File: config.mk
export PLATFORM = sky130hd
export DESIGN_NAME = mips_dmem_arbiter_flat
export DESIGN_NICKNAME = d
export VERILOG_FILES = /design/src/rtl/mips_mem_pkg.sv /design/src/rtl/mips_dmem_arbiter_if.sv /design/src/rtl/mips_rr_arb2.sv /design/src/rtl/mips_dmem_arbiter.sv /design/src/flat_wrapper.sv
export SDC_FILE = /design/constraint.sdc
export NUM_CORES = 1
export LEC_CHECK = 0
export BUFFER_PORTS_ARGS = -buffer_cell sky130_fd_sc_hd__clkbuf_2
export CAP_MARGIN = 20
export CORE_AREA = 2 2 90 92
export DETAILED_ROUTE_END_ITERATION = 10
export DIE_AREA = 0 0 92 94
export PLACE_DENSITY = 0.77
export SYNTH_ARGS = -nofsm -noshare
export SYNTH_HDL_FRONTEND = slang
export SYNTH_SLANG_ARGS = --single-unit
File: constraint.sdc
create_clock -name clk -period 3.6 [get_ports clk]
set_clock_uncertainty 0.2 [all_clocks]
set_input_delay 0.72 -clock clk [delete_from_list [all_inputs] [get_ports clk]]
set_output_delay 0.72 -clock clk [all_outputs]
set_load 0.02 [all_outputs]
File: src/rtl/mips_mem_pkg.sv
// Shared types and widths for the data-memory arbiter: bus widths, FSM
// states and the requester identifiers used by the round-robin pick.
package mips_mem_pkg;

  localparam int ADDR_W = 8;
  localparam int DATA_W = 32;

  typedef enum logic [1:0] {
    IDLE,
    ISSUE,
    DONE
  } state_e;

  typedef enum logic [0:0] {
    CPU  = 1'b0,
    HOST = 1'b1
  } port_id_e;

  // Only whole-word accesses reach memory; the low address bits must be zero.
  function automatic logic is_misaligned(input logic [1:0] addr_lsb);
    return addr_lsb != 2'b00;
  endfunction

endpackage

File: src/rtl/mips_dmem_arbiter_if.sv
// Load/store request port into the data-memory arbiter; one instance for the
// CPU side and one for the host debug/loader side.
interface mips_dmem_arbiter_if;
  import mips_mem_pkg::*;

  logic              req;
  logic              we;
  logic [ADDR_W-1:0] addr;
  logic [DATA_W-1:0] wdata;
  logic [DATA_W-1:0] rdata;
  logic              ack;
  logic              err;

  modport master (output req, we, addr, wdata, input rdata, ack, err);
  modport slave  (input req, we, addr, wdata, output rdata, ack, err);

endinterface

File: src/rtl/mips_rr_arb2.sv
// Two-way round-robin pick: a lone requester wins, a tie goes to the port
// that was not granted last.
module mips_rr_arb2
  import mips_mem_pkg::*;
(
  input  logic [1:0] req,   // bit 0 = CPU, bit 1 = HOST
  input  port_id_e   last,
  output port_id_e   grant
);

  always_comb begin
    grant = CPU;
    if (req[1] && (!req[0] || last == CPU)) begin
      grant = HOST;
    end
  end

endmodule

File: src/rtl/mips_dmem_arbiter.sv
// Shares the 256-byte data memory between the CPU load/store port and the
// host port; each access takes IDLE -> ISSUE -> DONE on a 1-cycle-latency RAM.
module mips_dmem_arbiter
  import mips_mem_pkg::*;
(
  input  logic                clk,
  input  logic                reset_n,
  mips_dmem_arbiter_if.slave  cpu,
  mips_dmem_arbiter_if.slave  host,
  output logic                cpu_stall,
  output logic                mem_en,
  output logic                mem_we,
  output logic [ADDR_W-1:0]   mem_addr,
  output logic [DATA_W-1:0]   mem_wdata,
  input  logic [DATA_W-1:0]   mem_rdata
);

  state_e            state_q, state_d;
  port_id_e          last_q, last_d;
  port_id_e          gnt_q, gnt_d;
  port_id_e          arb_gnt;
  logic              we_q, we_d;
  logic              err_q, err_d;
  logic              mem_en_q, mem_en_d;
  logic              mem_we_q, mem_we_d;
  logic [ADDR_W-1:0] mem_addr_q, mem_addr_d;
  logic [DATA_W-1:0] mem_wdata_q, mem_wdata_d;
  logic              cpu_ack_q, cpu_ack_d;
  logic              host_ack_q, host_ack_d;
  logic              cpu_err_q, cpu_err_d;
  logic              host_err_q, host_err_d;

  logic              sel_we;
  logic [ADDR_W-1:0] sel_addr;
  logic [DATA_W-1:0] sel_wdata;
  logic              sel_mis;

  mips_rr_arb2 u_arb (
    .req   ({host.req, cpu.req}),
    .last  (last_q),
    .grant (arb_gnt)
  );

  always_comb begin
    if (arb_gnt == CPU) begin
      sel_we    = cpu.we;
      sel_addr  = cpu.addr;
      sel_wdata = cpu.wdata;
    end else begin
      sel_we    = host.we;
      sel_addr  = host.addr;
      sel_wdata = host.wdata;
    end
    sel_mis = is_misaligned(sel_addr[1:0]);
  end

  always_comb begin
    // NOTE: every variable gets a default before the case so no path leaves it unassigned (no latch).
    state_d     = state_q;
    last_d      = last_q;
    gnt_d       = gnt_q;
    we_d        = we_q;
    err_d       = err_q;
    mem_en_d    = 1'b0;
    mem_we_d    = 1'b0;
    mem_addr_d  = mem_addr_q;
    mem_wdata_d = mem_wdata_q;
    cpu_ack_d   = 1'b0;
    host_ack_d  = 1'b0;
    cpu_err_d   = 1'b0;
    host_err_d  = 1'b0;

    unique case (state_q)
      IDLE: begin
        if (cpu.req || host.req) begin
          // The memory strobe is registered here so it is valid throughout ISSUE.
          gnt_d       = arb_gnt;
          we_d        = sel_we;
          err_d       = sel_mis;
          mem_en_d    = !sel_mis;
          mem_we_d    = sel_we && !sel_mis;
          mem_addr_d  = {sel_addr[ADDR_W-1:2], 2'b00};
          mem_wdata_d = sel_wdata;
          state_d     = ISSUE;
        end
      end
      ISSUE: begin
        cpu_ack_d  = (gnt_q == CPU);
        host_ack_d = (gnt_q == HOST);
        cpu_err_d  = (gnt_q == CPU) && err_q;
        host_err_d = (gnt_q == HOST) && err_q;
        state_d    = DONE;
      end
      DONE: begin
        last_d  = gnt_q;
        state_d = IDLE;
      end
      default: state_d = IDLE;
    endcase
  end

  always_ff @(posedge clk) begin
    // NOTE: non-blocking assignments so every flop samples pre-edge values.
    if (!reset_n) begin
      state_q     <= IDLE;
      last_q      <= HOST;
      gnt_q       <= CPU;
      we_q        <= 1'b0;
      err_q       <= 1'b0;
      mem_en_q    <= 1'b0;
      mem_we_q    <= 1'b0;
      mem_addr_q  <= '0;
      mem_wdata_q <= '0;
      cpu_ack_q   <= 1'b0;
      host_ack_q  <= 1'b0;
      cpu_err_q   <= 1'b0;
      host_err_q  <= 1'b0;
    end else begin
      state_q     <= state_d;
      last_q      <= last_d;
      gnt_q       <= gnt_d;
      we_q        <= we_d;
      err_q       <= err_d;
      mem_en_q    <= mem_en_d;
      mem_we_q    <= mem_we_d;
      mem_addr_q  <= mem_addr_d;
      mem_wdata_q <= mem_wdata_d;
      cpu_ack_q   <= cpu_ack_d;
      host_ack_q  <= host_ack_d;
      cpu_err_q   <= cpu_err_d;
      host_err_q  <= host_err_d;
    end
  end

  assign mem_en    = mem_en_q;
  assign mem_we    = mem_we_q;
  assign mem_addr  = mem_addr_q;
  assign mem_wdata = mem_wdata_q;

  assign cpu.ack   = cpu_ack_q;
  assign host.ack  = host_ack_q;
  assign cpu.err   = cpu_err_q;
  assign host.err  = host_err_q;

  // RAM read data arrives in DONE, too late to register, so it is gated through.
  assign cpu.rdata  = (cpu_ack_q && !cpu_err_q && !we_q) ? mem_rdata : '0;
  assign host.rdata = (host_ack_q && !host_err_q && !we_q) ? mem_rdata : '0;

  assign cpu_stall = reset_n && cpu.req && !cpu_ack_q;

endmodule

File: src/flat_wrapper.sv
// flat-port wrapper written by rule: the top's interface ports become plain ports
module mips_dmem_arbiter_flat import mips_mem_pkg::*;
  (clk, reset_n, cpu_stall, mem_en, mem_we, mem_addr, mem_wdata, mem_rdata, cpu_req, cpu_we, cpu_addr, cpu_wdata, cpu_rdata, cpu_ack, cpu_err, host_req, host_we, host_addr, host_wdata, host_rdata, host_ack, host_err);
  mips_dmem_arbiter_if cpu_i ();
  mips_dmem_arbiter_if host_i ();
  input  logic clk;
  input  logic reset_n;
  output logic cpu_stall;
  output logic mem_en;
  output logic mem_we;
  output logic [ADDR_W-1:0] mem_addr;
  output logic [DATA_W-1:0] mem_wdata;
  input  logic [DATA_W-1:0] mem_rdata;
  input wire logic [$bits(cpu_i.req)-1:0] cpu_req;
  input wire logic [$bits(cpu_i.we)-1:0] cpu_we;
  input wire logic [$bits(cpu_i.addr)-1:0] cpu_addr;
  input wire logic [$bits(cpu_i.wdata)-1:0] cpu_wdata;
  output wire logic [$bits(cpu_i.rdata)-1:0] cpu_rdata;
  output wire logic [$bits(cpu_i.ack)-1:0] cpu_ack;
  output wire logic [$bits(cpu_i.err)-1:0] cpu_err;
  input wire logic [$bits(host_i.req)-1:0] host_req;
  input wire logic [$bits(host_i.we)-1:0] host_we;
  input wire logic [$bits(host_i.addr)-1:0] host_addr;
  input wire logic [$bits(host_i.wdata)-1:0] host_wdata;
  output wire logic [$bits(host_i.rdata)-1:0] host_rdata;
  output wire logic [$bits(host_i.ack)-1:0] host_ack;
  output wire logic [$bits(host_i.err)-1:0] host_err;
  assign cpu_i.req = cpu_req;
  assign cpu_i.we = cpu_we;
  assign cpu_i.addr = cpu_addr;
  assign cpu_i.wdata = cpu_wdata;
  assign cpu_rdata = cpu_i.rdata;
  assign cpu_ack = cpu_i.ack;
  assign cpu_err = cpu_i.err;
  assign host_i.req = host_req;
  assign host_i.we = host_we;
  assign host_i.addr = host_addr;
  assign host_i.wdata = host_wdata;
  assign host_rdata = host_i.rdata;
  assign host_ack = host_i.ack;
  assign host_err = host_i.err;
  mips_dmem_arbiter u_core (.clk(clk), .reset_n(reset_n), .cpu(cpu_i), .host(host_i), .cpu_stall(cpu_stall), .mem_en(mem_en), .mem_we(mem_we), .mem_addr(mem_addr), .mem_wdata(mem_wdata), .mem_rdata(mem_rdata));
endmodule
Word-level counts from Yosys, hierarchy flattened. Cells that the tools add are included.

Reduce and logical (&&, ||, !) cells: 23. Eq/ne operators: 3. Mux-type cells: 8. Bitwise operators: 2.

Operator list (count): 32-bit 2-to-1 mux (3); 1-bit logical AND (10); 8-bit 2-to-1 mux (1); 1-bit zero test (6); 2-bit case mux with 2 select lines (1); 2-bit AND reduction (2); 3-bit AND reduction (1); 2-bit by 1-bit == test with 1-bit output, second input constant (1); 2-bit == test, second input constant (1); 2-bit zero test (1); 1-bit logical OR (2); 1-bit 2-to-1 mux (2); 2-bit 2-to-1 mux (1); 2-bit by 1-bit inequality test with 1-bit output, second input constant (1); 1-bit NOT (2); 2-bit nonzero test (1).

Word-level logic and storage cells: 49. Flip-flop bits (word level): 50. Output and inout bits: 111.

Depth between registers and ports, before layout.
Word-level depth: 8. Depth in mapped cells: 6. Gate-level depth less buffers: 4.

Cells and area by module. Synthesis repeated with hierarchy kept, for this count alone.

Cell total of the unflattened synthesis: 293. Area total of the unflattened synthesis: 2645.0 sq um.

By module, submodules not included: mips_dmem_arbiter (area each 2633.8 sq um, instances 1, cells each 292); mips_rr_arb2 (area each 11.3 sq um, instances 1, cells each 1).

Worst setup path after synthesis. No wires, ideal clock.

Path kind: reg-to-output. Start point: register u_core.cpu_ack_q (netlist: u_core.cpu.ack). End point: output port cpu_rdata[10]. Required time: 2680 ps. Slack: 1402 ps. Cell stages (with the launch flop): 4. Data arrival time: 1278 ps. Path buffers: 1. Cells stage by stage: dfxtp_1 -> nor3b_1 -> clkbuf_1 -> and2_1.

Longest elaborated chain between the ends: 3.

RTL lines: start: declaration (line mips_dmem_arbiter.sv:28) `logic cpu_ack_q, cpu_ack_d;`; start signal: assignment (line mips_dmem_arbiter.sv:128) `cpu_ack_q <= cpu_ack_d;`; 1-bit logical AND (2 in a row) (line mips_dmem_arbiter.sv:146) `assign cpu.rdata = (cpu_ack_q && !cpu_err_q && !we_q) ? mem_rdata : '0;`; 32-bit 2-to-1 mux (line mips_dmem_arbiter.sv:146); end: declaration (line flat_wrapper.sv:18) `output wire logic [$bits(cpu_i.rdata)-1:0] cpu_rdata;`.

Every way passes these cells.

Final worst setup path.
Start point: register u_core.we_q. End point: output port host_rdata[7].

Longest elaborated chain between the ends: 3.

RTL lines: start: declaration (line mips_dmem_arbiter.sv:22) `logic we_q, we_d;`; start signal: assignment (line mips_dmem_arbiter.sv:122) `we_q <= we_d;`; 1-bit zero test (line mips_dmem_arbiter.sv:147) `assign host.rdata = (host_ack_q && !host_err_q && !we_q) ? mem_rdata : '0;`; 1-bit logical AND (line mips_dmem_arbiter.sv:147); 32-bit 2-to-1 mux (line mips_dmem_arbiter.sv:147); end: declaration (line flat_wrapper.sv:25) `output wire logic [$bits(host_i.rdata)-1:0] host_rdata;`.

Every way passes these cells.

==> summary.txt <==
Total Wirelength = 8.52 mm
CTS sink count = 50
PD cells = 370 nW/um^2
status = finished, final reports clean
Clk network pwr share = 26.8%
I/O pin count = 229
leading area contributor after synthesis = dfxtp_1
Worst R2R Setup Slack = 1.52 ns
number of remaining DRC errors = 0
FFs w/ async S/R, synth = 0%
post-route ant nets = 0
FF-to-FF End = u_core.mem_wdata[25]$_SDFFE_PN0P_
Leak = 0.00208 uW
fillers = 720
worst path required time = 2.68 ns
Comb power frac = 30.9%
relative slew slack = 29.6%
Hold Path Depth = 1
NumNets Final = 620
Pins Over Slew Limit = 0
worst-skew pair later-pin latency = 0.30 ns
Tot Pwr = 1520 uW
port bufs = 226
Post-Syn Area = 2850 um^2
Hold Path Sink = u_core.cpu.ack$_SDFF_PN0_
Synth Instances = 294
Worst Tran Pin Value = 1.05 ns
largest net degree at the start of global routing = 44
worst r2r src = u_core.state_q[0]$_SDFFE_PN0P_
core area = 7610 um^2
Post-synth EDFFs = 0
Post-synth top cells = and2_1 (68), dfxtp_1 (50), a21oi_1 (40), mux2i_1 (40), a211oi_2 (39)
site row count = 32
CTS Buf Count = 5
Final Critical Period = 2.37 ns
RSZ-0062 raised after global routing = false
R2R cell count = 4
top_reg_cell synth = dfxtp_1
CTS Buffer Depth = 2
CTS tree = yes
final setup violation count = 0
Fmax = 0.422 GHz
post-synth top area share = 35.1%
ranking of synthesized cells by area = dfxtp_1 (35%), a211oi_2 (17%), and2_1 (15%), mux2i_1 (14%), a21oi_1 (7.0%)
Initial Util = 37.5%
Worst Hold Launch = u_core.gnt_q$_SDFFE_PN0P_
Final HPWL DP = 6.72 mm
post-synth cell types = 26
mean cell area of the mapped netlist = 9.70 um^2
yosys warns = 0
GRT overflow = 0
first-pass GRT wire length = 13.2 mm
post-DR vias/cell = 4.88
share of layout cells above drive strength 1 = 56.7%
antenna cells = 0
Sw Share = 33.4%
final hold violation count = 0
maxcap violations = 0
CTS root buf = clkbuf_8
synthesis-stage register bit count = 50
type of origin of the critical path = flop
crit-path max cell delay = 0.36 ns
total number of vias = 2953
CP Cell Sequence = nor3b_2 -> buf_4 -> and2_1 -> clkbuf_2
hold buffers post-CTS = 0
most instantiated library cell after synthesis = and2_1
post-cts sizing count = 0
Post CTS Setup Buffer Count = 0
initial antenna violation count = 0
Internal = 1010 uW
slowest CP cell = dfxtp_1
Worst setup EP type = output port
htree depth = 2
Worst-path clk slew = 0.10 ns
DIE HEIGHT = 94 um
HP Class = flop to flop
Layout Utilization = 54.2%
gp weighted congestion = 0.824
gr usage total = 18.8%
WL/cell = 14.1 um
synth-to-layout area growth = 44.5%
DIE AREA = 8650 um^2
Critical Path AT = 1.45 ns
peak supply drop = 0.218 mV
Pre-Repair DR Iteration Count = 4
DRT iter0 DRCs = 69
final critical-path share of the clock period = 65.9%
vias in the first global route = 2840
switching power = 509 uW
CP Class = flop to output port
DIE WIDTH = 92 um
sequential share of power = 42.3%
critical path peak fanout = 32
sequential share of the synthesized area = 35.1%
Sum Neg Setup Slack = 0 ns
## cells in the final DEF, fill, tap and decap left out, types with 2 or more instances in the layout
cell type and n:
nor3b_2 2, conb_1 2, clkbuf_2 226, a211oi_2 39, dfxtp_1 50, a21oi_1 40, clkbuf_8 5, nand2_1 3
and2_1 68, nor2_1 3, buf_4 4, nand3_1 2, mux2i_1 40
## critical path, delay by kind of cell (launching register included)
kind / cells / cell delay, ns
DFF: 1 / 0.36
and+or+nand+nor: 2 / 0.35
buffers and inverters: 2 / 0.44
## worst max path at each step
| stage | start | endpoint | slack [ns] | cells past startpoint |
|---|---|---|---|---|
| after floorplan | u_core.cpu.ack$_SDFF_PN0_ | cpu_rdata[10] | 1.40 | 3 |
| after global placement | cpu_req | u_core.mem_wdata[24]$_SDFFE_PN0P_ | 1.06 | 4 |
| after detailed placement | cpu_req | u_core.mem_addr[3]$_SDFFE_PN0P_ | 0.99 | 4 |
| after CTS | u_core.we_q$_SDFFE_PN0P_ | cpu_rdata[26] | 1.21 | 4 |
| after global routing | u_core.we_q$_SDFFE_PN0P_ | cpu_rdata[8] | 1.09 | 4 |
| final | u_core.we_q$_SDFFE_PN0P_ | host_rdata[7] | 1.23 | 4 |
## state kept, by name (all words and copies together) (netlist names)
register	cells
u_core.mem_addr	6
u_core.last_q	1
u_core.cpu.err	1
u_core.state_q	2
u_core.host.ack	1
u_core.mem_we	1
u_core.we_q	1
u_core.mem_wdata	32
u_core.mem_en	1
u_core.err_q	1
u_core.cpu.ack	1
u_core.host.err	1
u_core.gnt_q	1
## area by class of cell
type	count	area, um^2	area share (%)
clock buffers	5	68.8	1.67
clock inverters	3	48.8	1.18
inverters	2	7.51	0.182
multi-input cells	212	1690	40.9
flip-flops and latches	50	1000	24.3
well taps	102	128	3.10
repair buffers	231	1180	28.7
## through the flow
| stage | hold WS (ns) | setup slack [ns] | cell area (um^2) | std cells |
|---|---|---|---|---|
| final | 0.292 | 1.23 | 4120 | 605 |
| after global placement | 0.272 | 1.06 | 4000 | 597 |
| after global routing | 0.317 | 1.09 | 4120 | 605 |
| after floorplan | 0.238 | 1.40 | 2860 | 295 |
| after CTS | 0.300 | 1.21 | 4120 | 605 |
| after detailed placement | 0.286 | 0.994 | 4000 | 597 |
## per-layer routing
layer | share of wire (%) | global-route usage (%) | routed length, um
met1 | 36 | 19.4 | 3090
met2 | 54 | 37.2 | 4630
met3 | 7.3 | 4.17 | 622
met4 | 2.1 | 6.09 | 175
met5 | 0 | 0 | 0
## power groups by stage
| stage | clock [uW] | sequential [uW] | combinational, uW |
|---|---|---|---|
| global placement | 0 | 656 | 461 |
| floorplan | 0 | 713 | 257 |
| detailed placement | 0 | 656 | 474 |
| finish | 408 | 645 | 471 |
| global route | 442 | 651 | 508 |
| CTS | 420 | 645 | 475 |
## cell families after synthesis
logic type             count (synthesis)  share of synthesized area, %
AOI/OAI and AO/OA                     83                          25.1
DFF                                   50                          35.1
muxes                                 41                          14.4
buffers and inverters                 33                          6.71
other                                  1                         0.132
and+or+nand+nor                       86                          18.5
(Power assumes the default switching activity.)
